## config.mk

```make
export PLATFORM = sky130hd
export DESIGN_NAME = rf_writeback_arbiter
export DESIGN_NICKNAME = d
export VERILOG_FILES = /design/src/rtl/rf_writeback_arbiter.sv
export SDC_FILE = /design/constraint.sdc
export NUM_CORES = 1
export LEC_CHECK = 0
export ABC_AREA = 1
export BUFFER_PORTS_ARGS = -buffer_cell sky130_fd_sc_hd__buf_2
export CAP_MARGIN = 20
export CORE_MARGIN = 4
export CORE_UTILIZATION = 55
export DETAILED_ROUTE_END_ITERATION = 7
export HOLD_SLACK_MARGIN = 0.06
export PLACE_DENSITY = 0.75
export SYNTH_ARGS = -nofsm -noshare
export SYNTH_HDL_FRONTEND = slang
export SYNTH_SLANG_ARGS = --single-unit
export TNS_END_PERCENT = 5
```

## constraint.sdc

```tcl
create_clock -name clk -period 3.1 [get_ports clk]
set_input_delay 0 -clock clk [delete_from_list [all_inputs] [get_ports clk]]
set_output_delay 0 -clock clk [all_outputs]
set_load 0.03 [all_outputs]
```

## src/rtl/rf_writeback_arbiter.sv

```systemverilog
// rf_writeback_arbiter
// Buffers retiring instruction pairs from the two execution lanes in an
// in-order pair FIFO and drives the A/B register file write ports one pair
// per cycle. Write enables are sanitised so the ports never see an x0 write
// or a same-register collision; the younger slot B wins a collision.
// The pending mask lets the issue stage stall on buffered or in-flight writes.
// Optional build macro RF_WB_STATS_EN adds the waw_squash_cnt and
// x0_drop_cnt statistics outputs.
module rf_writeback_arbiter #(
    parameter int DEPTH = 4,
    parameter int XLEN  = 32
) (
    input  logic            clk,
    input  logic            rst,
    input  logic            flush,
    input  logic            in_valid,
    output logic            in_ready,
    input  logic            in_a_vld,
    input  logic [4:0]      in_a_rd,
    input  logic [XLEN-1:0] in_a_wd,
    input  logic            in_b_vld,
    input  logic [4:0]      in_b_rd,
    input  logic [XLEN-1:0] in_b_wd,
    output logic            a_we,
    output logic [4:0]      a_rd,
    output logic [XLEN-1:0] a_wd,
    output logic            b_we,
    output logic [4:0]      b_rd,
    output logic [XLEN-1:0] b_wd,
    output logic [31:0]     pending
`ifdef RF_WB_STATS_EN
    ,
    output logic [31:0]     waw_squash_cnt,
    output logic [31:0]     x0_drop_cnt
`endif
);

    localparam int AW = $clog2(DEPTH);
    localparam logic [AW:0] PTR_ONE = 1;

    // Pointers carry an extra wrap bit so full and empty are distinguishable.
    logic [AW:0]      wr_ptr;
    logic [AW:0]      rd_ptr;
    logic [DEPTH-1:0] ent_valid;

    logic             mem_a_vld [DEPTH];
    logic [4:0]       mem_a_rd  [DEPTH];
    logic [XLEN-1:0]  mem_a_wd  [DEPTH];
    logic             mem_b_vld [DEPTH];
    logic [4:0]       mem_b_rd  [DEPTH];
    logic [XLEN-1:0]  mem_b_wd  [DEPTH];

    logic [AW-1:0]    head;
    logic [AW-1:0]    tail;
    logic             empty;
    logic             full;
    logic             push;
    logic             pop;
    logic             head_a_ok;
    logic             head_b_ok;
    logic             head_waw;

    assign head  = rd_ptr[AW-1:0];
    assign tail  = wr_ptr[AW-1:0];
    assign empty = (wr_ptr == rd_ptr);
    assign full  = (wr_ptr[AW] != rd_ptr[AW]) && (wr_ptr[AW-1:0] == rd_ptr[AW-1:0]);

    // Readiness depends on occupancy alone so upstream never sees a loop through in_valid.
    assign in_ready = !full;

    // A flush wins over a same-cycle push and suppresses the pop of the head.
    assign push = in_valid && !full && !flush;
    assign pop  = !empty && !flush;

    // Sanitised write enables of the head pair: no x0 writes, and A yields to B on a collision.
    assign head_a_ok = mem_a_vld[head] && (mem_a_rd[head] != 5'd0);
    assign head_b_ok = mem_b_vld[head] && (mem_b_rd[head] != 5'd0);
    assign head_waw  = head_a_ok && head_b_ok && (mem_a_rd[head] == mem_b_rd[head]);

    // Pointer and occupancy bookkeeping; flush and reset both empty the FIFO.
    always_ff @(posedge clk) begin
        if (rst || flush) begin
            wr_ptr    <= '0;
            rd_ptr    <= '0;
            ent_valid <= '0;
        end else begin
            if (pop) begin
                rd_ptr          <= rd_ptr + PTR_ONE;
                ent_valid[head] <= 1'b0;
            end
            if (push) begin
                wr_ptr          <= wr_ptr + PTR_ONE;
                ent_valid[tail] <= 1'b1;
            end
        end
    end

    // Pair storage; contents are only meaningful where ent_valid is set, so no reset is needed.
    always_ff @(posedge clk) begin
        if (push) begin
            mem_a_vld[tail] <= in_a_vld;
            mem_a_rd[tail]  <= in_a_rd;
            mem_a_wd[tail]  <= in_a_wd;
            mem_b_vld[tail] <= in_b_vld;
            mem_b_rd[tail]  <= in_b_rd;
            mem_b_wd[tail]  <= in_b_wd;
        end
    end

    // Write port registers: load the head on a pop, otherwise drop the enables and hold rd/wd.
    always_ff @(posedge clk) begin
        if (rst) begin
            a_we <= 1'b0;
            a_rd <= 5'd0;
            a_wd <= '0;
            b_we <= 1'b0;
            b_rd <= 5'd0;
            b_wd <= '0;
        end else if (pop) begin
            a_we <= head_a_ok && !head_waw;
            a_rd <= mem_a_rd[head];
            a_wd <= mem_a_wd[head];
            b_we <= head_b_ok;
            b_rd <= mem_b_rd[head];
            b_wd <= mem_b_wd[head];
        end else begin
            a_we <= 1'b0;
            b_we <= 1'b0;
        end
    end

    // Pending mask: every register targeted by a buffered slot or an enabled write port.
    always_comb begin
        pending = 32'd0;
        for (int i = 0; i < DEPTH; i++) begin
            if (ent_valid[i] && mem_a_vld[i] && (mem_a_rd[i] != 5'd0)) begin
                pending[mem_a_rd[i]] = 1'b1;
            end
            if (ent_valid[i] && mem_b_vld[i] && (mem_b_rd[i] != 5'd0)) begin
                pending[mem_b_rd[i]] = 1'b1;
            end
        end
        if (a_we) begin
            pending[a_rd] = 1'b1;
        end
        if (b_we) begin
            pending[b_rd] = 1'b1;
        end
        pending[0] = 1'b0;
    end

`ifdef RF_WB_STATS_EN
    logic        head_a_x0;
    logic        head_b_x0;
    logic [1:0]  x0_inc;
    logic [32:0] waw_sum;
    logic [32:0] x0_sum;

    assign head_a_x0 = mem_a_vld[head] && (mem_a_rd[head] == 5'd0);
    assign head_b_x0 = mem_b_vld[head] && (mem_b_rd[head] == 5'd0);
    assign x0_inc    = {1'b0, head_a_x0} + {1'b0, head_b_x0};
    assign waw_sum   = {1'b0, waw_squash_cnt} + 33'(head_waw);
    assign x0_sum    = {1'b0, x0_drop_cnt} + 33'(x0_inc);

    // Saturating statistics counters; they survive a flush and clear only on reset.
    always_ff @(posedge clk) begin
        if (rst) begin
            waw_squash_cnt <= 32'd0;
            x0_drop_cnt    <= 32'd0;
        end else if (pop) begin
            waw_squash_cnt <= waw_sum[32] ? 32'hFFFF_FFFF : waw_sum[31:0];
            x0_drop_cnt    <= x0_sum[32]  ? 32'hFFFF_FFFF : x0_sum[31:0];
        end
    end
`endif

endmodule

```

### Yosys cells after proc, flatten, opt, wreduce, memory -nomap -nowiden

Memories as Yosys holds them, arrays and structs flattened. A register that Yosys moved wholly into a read port is not among the register bits.
Cells that the tools add are included.

| operators by class | value |
|---|---|
| add/subtract/negate cells | 2 |
| magnitude comparators | 24 |
| eq/ne operators | 4 |
| mux-type cells | 47 |
| bitwise operators | 13 |
| reductions and logical operators | 53 |

Operators by type and width:

| operator | number |
|---|---|
| 32-bit 2-to-1 mux | 10 |
| 32-bit bitwise OR | 9 |
| 5-bit by 6-bit < comparator with 1-bit output, second input constant | 10 |
| 1-bit demux with 5-bit select | 10 |
| 5-bit by 1-bit >= comparator with 1-bit output, second input constant | 10 |
| 5-bit nonzero test | 10 |
| 1-bit logical AND | 37 |
| 2-bit 2-to-1 mux | 8 |
| 1-bit 2-to-1 mux | 14 |
| 4-bit 2-to-1 mux | 3 |
| 3-bit by 1-bit adder with 3-bit output, second input constant | 2 |
| 2-bit by 3-bit < comparator with 1-bit output, second input constant | 2 |
| 5-bit == test | 1 |
| 4-bit bitwise AND | 1 |
| 1-bit demux with 2-bit select | 2 |
| 2-bit by 1-bit >= comparator with 1-bit output, second input constant | 2 |
| 1-bit logical NOT | 4 |
| 4-bit inverter | 1 |
| 4-bit bitwise OR | 1 |
| 3-bit == test | 1 |
| 2-bit == test | 1 |
| 2-bit OR reduction | 1 |
| 1-bit logical OR | 1 |
| 1-bit inequality test | 1 |
| 1-bit inverter | 1 |

| word-level totals | value |
|---|---|
| bits in registers | 22 |
| RAM bits | 304 |
| output and inout bits | 109 |
| word-level logic and storage cells | 156 |
| memories | 6 |

Memories:

| memory | words | width | rd ports | clocked after Yosys merged registers in | wr ports | RTL line | text |
|---|---|---|---|---|---|---|---|
| mem_a_wd | 4 | 32 | 1 | 1 | 1 | 48 | `logic [XLEN-1:0] mem_a_wd [DEPTH];` |
| mem_b_wd | 4 | 32 | 1 | 1 | 1 | 51 | `logic [XLEN-1:0] mem_b_wd [DEPTH];` |
| mem_a_rd | 4 | 5 | 5 | 1 | 1 | 47 | `logic [4:0] mem_a_rd [DEPTH];` |
| mem_b_rd | 4 | 5 | 5 | 1 | 1 | 50 | `logic [4:0] mem_b_rd [DEPTH];` |
| mem_a_vld | 4 | 1 | 5 | 1 | 1 | 46 | `logic mem_a_vld [DEPTH];` |
| mem_b_vld | 4 | 1 | 5 | 1 | 1 | 49 | `logic mem_b_vld [DEPTH];` |

### Logic depth before layout (Yosys ltp)

Gate-level depths: netlist of run 1.
An unclocked memory read counts as a cell.

| depth | value |
|---|---|
| depth in word-level cells | 24 |
| mapped depth | 11 |
| mapped depth without buffers | 10 |

### Worst setup path before layout of run 1

Ideal clock, no wire load.

| path | value |
|---|---|
| kind | register -> register |
| start point | register rd_ptr[2] |
| end point | memory mem_a_rd[0][0], enable pin |
| setup time | 0.430 ns |
| arrival time | 2.710 ns |
| data required time | 2.670 ns |
| slack | -0.040 ns |
| cell stages (with the launch flop) | 5 |
| path buffers | 0 |
| clock period less this slack | 3.140 ns |
| cells stage by stage | dfxtp_1 > xnor2_1 > nand3b_1 > nand4_1 > inv_1 |

| on the way | value |
|---|---|
| cells in the longest elaborated chain, start to end | 7 |

Ends and longest elaborated chain:

| element | RTL line | text |
|---|---|---|
| start, declared | 43 | `logic [AW:0] rd_ptr;` |
| start signal, assigned | 88 | `rd_ptr <= rd_ptr + PTR_ONE;` |
| 1-bit inequality test | 66 | `assign full = (wr_ptr[AW] != rd_ptr[AW]) && (wr_ptr[AW-1:0] == rd_ptr[AW-1:0]);` |
| 1-bit logical AND | 66 |  |
| 1-bit logical NOT | n/a |  |
| net in_ready | 17 | `output logic in_ready,` |
| 1-bit logical AND (2 in a row) | 72 | `assign push = in_valid && !full && !flush;` |
| 1-bit 2-to-1 mux | 100 | `if (push) begin` |
| 1-bit 2-to-1 mux (implied by the code) | 102 | `mem_a_rd[tail] <= in_a_rd;` |
| end, declared | 47 |  |

The timed path passes the listed nets, and every way through them passes these cells.

### Final worst setup path of run 1

| path | value |
|---|---|
| start point | register rd_ptr[1] |
| end point | register a_wd[13], read port of mem_a_wd |

| on the way | value |
|---|---|
| cells in the longest elaborated chain, start to end | 3 |

Ends and longest elaborated chain:

| element | RTL line | text |
|---|---|---|
| 3-bit == test | 65 | `assign empty = (wr_ptr == rd_ptr);` |
| 1-bit logical NOT | 73 | `assign pop = !empty && !flush;` |
| 1-bit logical AND | 73 |  |
| end, declared | 26 | `output logic [XLEN-1:0] a_wd,` |

Parallel ways exist; a longest one is shown, timed or not.
A chain may end at the register's enable or synchronous reset.

==> results.toml, run 1 <==
[synthesis]
synth_area_leaders = "edfxtp_1 51%, dfxtp_1 9.8%, nor2_1 8.2%"
avgSynthCellArea_um2 = 9.36
ys_seq_area_frac = 0.608
syn_area_um2 = 17900
yosysTopAreaCell = "edfxtp_1"
async_flop_share = 0
yosysTopAreaCellShare = 0.510
ys_types = 46
synthFlopType = "edfxtp_1"
yosysWarnings = 0
synthesis.nets = 2001
synth_edf_count = 304
ys_seq_elements = 392
syn_inst = 1913

[sta]
fin_setup_tns_ps = 0
worstMarginPinSlew_ps = 961
fin_crit_sh = 0.899
holdWs_ps = 126
rsz0062_at_grt = "no"
setup-violations-final = 0
hold_viol_final = 0
drv_slew = 0
fin_worst_skew_ps = 17.8
fmax_mhz = 359
worst_slack_ps = 313
min_period_ps = 2790
max_slew_margin = 0.359

[finish]
final_cell_mix = "389 x nor2_1, 304 x edfxtp_1, 269 x nand2_1, 199 x o21ai_0, 187 x buf_2"
areaGrowthSynthToFinish_pct = 18.9
nets = 2259
nFillCells = 2261
drive_gt1_frac = 0.134
final_common_cell = "nor2_1"

[power]
powerDensity_nw_per_um2 = 552
power_leakage_nw = 8.38
ir_drop_uv = 753
report.power.total_mw = 11.8

[clocking]
clock_sinks = 392
cts_inserted_buffers = 35
cts_buffer_depth = 3
htree_levels = 2
clk-insertion-delay-late_ps = 510
cts_hold_buf = 81
cts_tree = "yes"
cts.clk_slew.worst_paths_ps = 70
cts-resized-gates = 0
post_cts_buffers = 0
clockRootBuffer = "clkbuf_16"

[global_route]
overflow = 0
antenna_found_initial = 2
grt_pass1_vias = 16200
grt_pass1_wl_mm = 99.3
grt_max_degree = 82
grt_use_total = 0.365

[min_path]
hp-start = "rst"
hold_class = "primary input to flop"
hold_path_depth = 4
min_to = "a_wd[27]$_SDFFE_PP0P_"

[route]
wl_per_cell_um = 25.2
met2_length_mm = 32.2
vias_per_cell = 6.19
routed.top_layer = "met4"
drc = 0
via_count = 16300
wl_met3_mm = 5.80
wl_met1_mm = 23.2
drtAntennaViolNets = 0
drt_iter0_markers = 2044
first_pass_iters = 6
totalWireLength_mm = 66.3

[flow_run]
drv_cap = 0

[setup_path]
cp.arrival_ps = 3180
cp_cell_sequence = "buf_4 -> inv_2 -> buf_4 -> nor2_1 -> o21ai_0 -> a31oi_1"
cp_max_fo = 67
rrSetupSlack_ps = 310
critPathLaunchType = "flop"
end_kind = "flop"
r2r-start = "rd_ptr[1]$_SDFFE_PP0P_"
crit_top_cell = "buf_4"
worstReg2RegEnd = "a_wd[13]$_SDFFE_PP0P_"
path_class = "flop to flop"
critPathSlowestCell = "buf_4"
cp.required_ps = 3490
max_stage_delay_ps = 670
r2r_cells = 6

[place]
gp_congestion = 1.07
portBuffers = 187
dpl.hpwl_mm = 43.6
post-place-ws_ps = 644

[floorplan]
chipWidth_um = 188
core_area_um2 = 31800
dieArea_um2 = 35500
die_h_um = 188
ios = 189
rows = 65
initial_utilization = 0.563

[status]
status = "finished clean"
[area by class of cell]
class,instances,area [um^2],share of cell area
flip-flops and latches,392,10900,0.512
multi-input cells,1291,6050,0.284
repair buffers,304,2120,0.0995
clock buffers,50,992,0.0466
inverters,147,567,0.0266
well taps,435,544,0.0256
clock inverters,12,109,0.00512
diodes,3,7.51,0.000353
[power by group]
part           total [mW]  switching [mW]  internal [mW]  leakage [nW]
clock network        4.22            1.82           2.40         0.544
logic                1.52            1.08          0.438          4.35
registers            6.02           0.164           5.85          3.48
total                11.8            3.07           8.69          8.38
[cell usage after synthesis (2+ instances only)]
library cell / number
buf_2: 35
a31oi_1: 66
nor3_1: 47
inv_1: 142
buf_1: 4
ha_1: 8
o22ai_1: 31
o221ai_1: 6
a211oi_1: 2
a21oi_1: 41
clkbuf_1: 35
buf_4: 2
buf_6: 6
edfxtp_1: 304
nor2_1: 389
dfxtp_1: 88
nand3b_1: 11
o21ai_0: 199
nand4_1: 19
nand2_1: 269
a221oi_1: 2
o211ai_1: 2
a22o_1: 2
o21ai_1: 47
o21a_1: 2
nor3_2: 2
nand3_1: 119
nor4_1: 5
inv_2: 5
a22oi_1: 7
[metal layers]
metal / up-vias / GRT usage
met2: 1231 / 0.630
met4: 0 / 0.215
met5: - / 0
li1: 7173 / -
met3: 230 / 0.0478
met1: 7666 / 0.440
[how the worst max path moves through the flow]
| stage | startpoint | to | slack [ps] | depth (start not counted) |
|---|---|---|---|---|
| 2_1_floorplan | rd_ptr[2]$_SDFFE_PP0P_ | mem_a_rd[3][0]$_DFFE_PP_ | -40 | 4 |
| 3_3_place_gp | rd_ptr[0]$_SDFFE_PP0P_ | rd_ptr[2]$_SDFFE_PP0P_ | 750 | 7 |
| 3_5_place_dp | rd_ptr[1]$_SDFFE_PP0P_ | a_wd[26]$_SDFFE_PP0P_ | 640 | 6 |
| 4_1_cts | mem_a_rd[2][3]$_DFFE_PP_ | pending[12] | 410 | 11 |
| 5_1_grt | mem_a_rd[2][3]$_DFFE_PP_ | pending[31] | 280 | 10 |
| 6_report | rd_ptr[1]$_SDFFE_PP0P_ | a_wd[13]$_SDFFE_PP0P_ | 310 | 6 |
[critical path, delay by kind of cell (launching register included)]
kind / cells / cell delay (ps)
buffers and inverters: 3 / 1600
flip-flops: 1 / 350
AND/OR/NAND/NOR: 1 / 160
AO/OA/AOI/OAI: 2 / 510
[sequential cells by signal, summed over array words and instances, names as in the netlist, 5 cells and up, named ones only]
signal / flops
a_rd: 5
a_wd: 32
b_rd: 5
b_wd: 32
mem_a_rd: 20
mem_a_wd: 128
mem_b_rd: 20
mem_b_wd: 128
[cell families after synthesis]
group           after synthesis  share of synthesized area
fa+ha+maj                     8                    0.00559
other cells                   1                   0.000210
simple gates                868                      0.203
flops                       392                      0.608
xor+xnor                      4                    0.00343
compound gates              410                      0.126
buf+inv                     230                     0.0537
[stage by stage]
step	instances	utilization	instance area, um^2
final	2634	0.669	21300
after global routing	2634	0.669	21300
after CTS	2631	0.669	21300
after detailed placement	2488	0.609	19400
after global placement	2488	0.609	19400
after floorplan	1913	-	17900
(Power assumes the default switching activity.)
==> run 2: changes to the inputs <==
- CORE_UTILIZATION: 55 -> 53
- PLACE_DENSITY: 0.75 -> unset
- PLACE_DENSITY_LB_ADDON: unset -> 0.2
- SLEW_MARGIN: unset -> 15
- clock period: 3.1 -> 2.3 ns (I/O delays scaled with it)
==> run 2 against run 1 <==
Compared with the run above:
- the run now ends with setup timing left
- die area rose by 3.6%
- clock skew down 0.90 ps
- setup slack got worse by 370 ps
- clock power is 55% higher
- power up 42%
- largest power group unchanged
- combinational power up 36%
- flip-flop and latch count unchanged
- non-clock buffer count grew 60
- cell count is 3.2% higher
- first-iteration DRC count is 20% lower
==> results.toml, run 2 (same netlist as run 1, synthesis figures left out) <==
[power]
power_leakage_nw = 8.83
intPower_mw = 12.4
sequentialPowerShare = 0.484
report.power.total_mw = 16.6
ir_drop_uv = 924
comb_power_share = 0.124
swShare = 0.256
power.net_switching_mw = 4.27
clockPowerShare = 0.392
powerDensity_nw_per_um2 = 744

[route]
wl_met1_mm = 23.6
wl_met3_mm = 5.47
routed.top_layer = "met4"
wl_per_cell_um = 22.2
drtAntennaViolNets = 0
vias_per_cell = 5.83
first_pass_iters = 6
drt_iter0_markers = 1629
drc = 0
totalWireLength_mm = 60.4
via_count = 15800
met2_length_mm = 28.7

[sta]
fin_setup_tns_ps = -215
worstMarginPinSlew_ps = 897
min_period_ps = 2360
hold_viol_final = 0
max_slew_margin = 0.402
drv_slew = 0
fin_worst_skew_ps = 16.9
holdWs_ps = 196
rsz0062_at_grt = "yes"
setup-violations-final = 8
fin_crit_sh = 1.03
fmax_mhz = 424
worst_slack_ps = -57.9

[global_route]
antenna_found_initial = 0
grt_use_total = 0.322
overflow = 0
grt_pass1_vias = 15300
grt_max_degree = 134
grt_pass1_wl_mm = 89.7

[floorplan]
dieArea_um2 = 36800
chipWidth_um = 192
initial_utilization = 0.535
core_area_um2 = 33400
rows = 67
ios = 189
die_h_um = 192

[status]
violations = "setup timing"
status = "finished, violations left"

[finish]
nets = 2325
areaGrowthSynthToFinish_pct = 24.9
final_common_cell = "nor2_1"
antennaDiodeCount = 0
final_cell_mix = "369 x nor2_1, 304 x edfxtp_1, 254 x nand2_1, 196 x o21ai_0, 183 x buf_2"
fin_area_um2 = 22400
top_regs = "mem_a_wd (128), mem_b_wd (128)"
drive_gt1_frac = 0.198

[setup_path]
path_class = "flop to output port"
cp_max_fo = 5
cp.arrival_ps = 2360
rrSetupSlack_ps = 330
critPathLaunchType = "flop"
cp.required_ps = 2300
r2r-start = "wr_ptr[2]$_SDFFE_PP0P_"
worstReg2RegEnd = "mem_b_rd[3][0]$_DFFE_PP_"
r2r_cells = 5
end_kind = "output port"

[clocking]
cts.clk_slew.worst_paths_ps = 70
clockRootBuffer = "clkbuf_16"
htree_levels = 2
cts_buffer_depth = 3
cts_tree = "yes"
clk-insertion-delay-late_ps = 560
cts_inserted_buffers = 41
clock_sinks = 392

[place]
portBuffers = 187
placed_area_um2 = 19700
dpl.hpwl_mm = 41.4
gp_congestion = 1.13

[flow_run]
drv_cap = 0

[min_path]
min_to = "mem_b_wd[1][10]$_DFFE_PP_"
hp-start = "in_b_wd[10]"
hold_path_depth = 2
hold_class = "primary input to flop"
[run 2: worst max-delay path, cell delays in order, from the launching register on]
cell and delay, ps:
dfxtp_1 360, nand2_1 200, inv_2 110, nand2_2 160, inv_1 100, nand2_1 90
o21ai_0 100, a31oi_1 250, nand3_1 200, buf_2 220
[run 2: worst max path at each step]
stage	to	slack (ps)	from	depth (start not counted)
2_1_floorplan	mem_a_rd[0][0]$_DFFE_PP_	-540	rd_ptr[0]$_SDFFE_PP0P_	5
3_3_place_gp	pending[5]	380	mem_a_rd[3][1]$_DFFE_PP_	8
3_5_place_dp	mem_b_wd[3][0]$_DFFE_PP_	370	wr_ptr[2]$_SDFFE_PP0P_	5
4_1_cts	pending[29]	-60	mem_a_rd[3][3]$_DFFE_PP_	7
5_1_grt	pending[5]	-90	mem_b_rd[1][1]$_DFFE_PP_	7
6_report	pending[5]	-60	ent_valid[3]$_SDFF_PP0_	9
[run 2: layout make-up]
class	instances	area (um^2)
Inverter	147	574
Sequential cell	392	10900
Clock inverter	14	129
Timing Repair Buffer	364	2640
Fill cell	2593	11100
Clock buffer	61	1200
Tap cell	448	561
Multi-Input combinational cell	1291	6360
[run 2: layer usage]
metal | GRT usage | vias to the layer above
li1 | - | 7322
met1 | 0.432 | 7561
met2 | 0.525 | 805
met3 | 0.0609 | 139
met4 | 0.122 | 0
met5 | 0 | -
[run 2: per-stage QoR]
stage / std cells / util / worst slack [ps]
final: 2717 / 0.669 / -57.9
after global routing: 2717 / 0.669 / -94.6
after CTS: 2693 / 0.656 / -55.0
after detailed placement: 2533 / 0.588 / 369
after global placement: 2533 / 0.588 / 383
after floorplan: 1913 / - / -537
[run 2: power by group through the flow]
stage,combinational [mW],sequential (mW),clock (mW)
finish,2.07,8.06,6.52
global route,2.24,8.08,6.90
CTS,2.03,8.05,6.58
detailed placement,1.91,8.19,0
global placement,1.87,8.19,0
floorplan,0.926,8.47,0
[run 2: timing repair]
| action | in CTS | in global routing |
|---|---|---|
| gates resized for setup | 31 | 68 |
| hold endpoints to repair | 338 | 0 |
| setup endpoints to repair | 26 | 31 |
| buffers inserted | 4 | 24 |
| pin swaps | 2 | 8 |
| hold buffers | 81 | 0 |
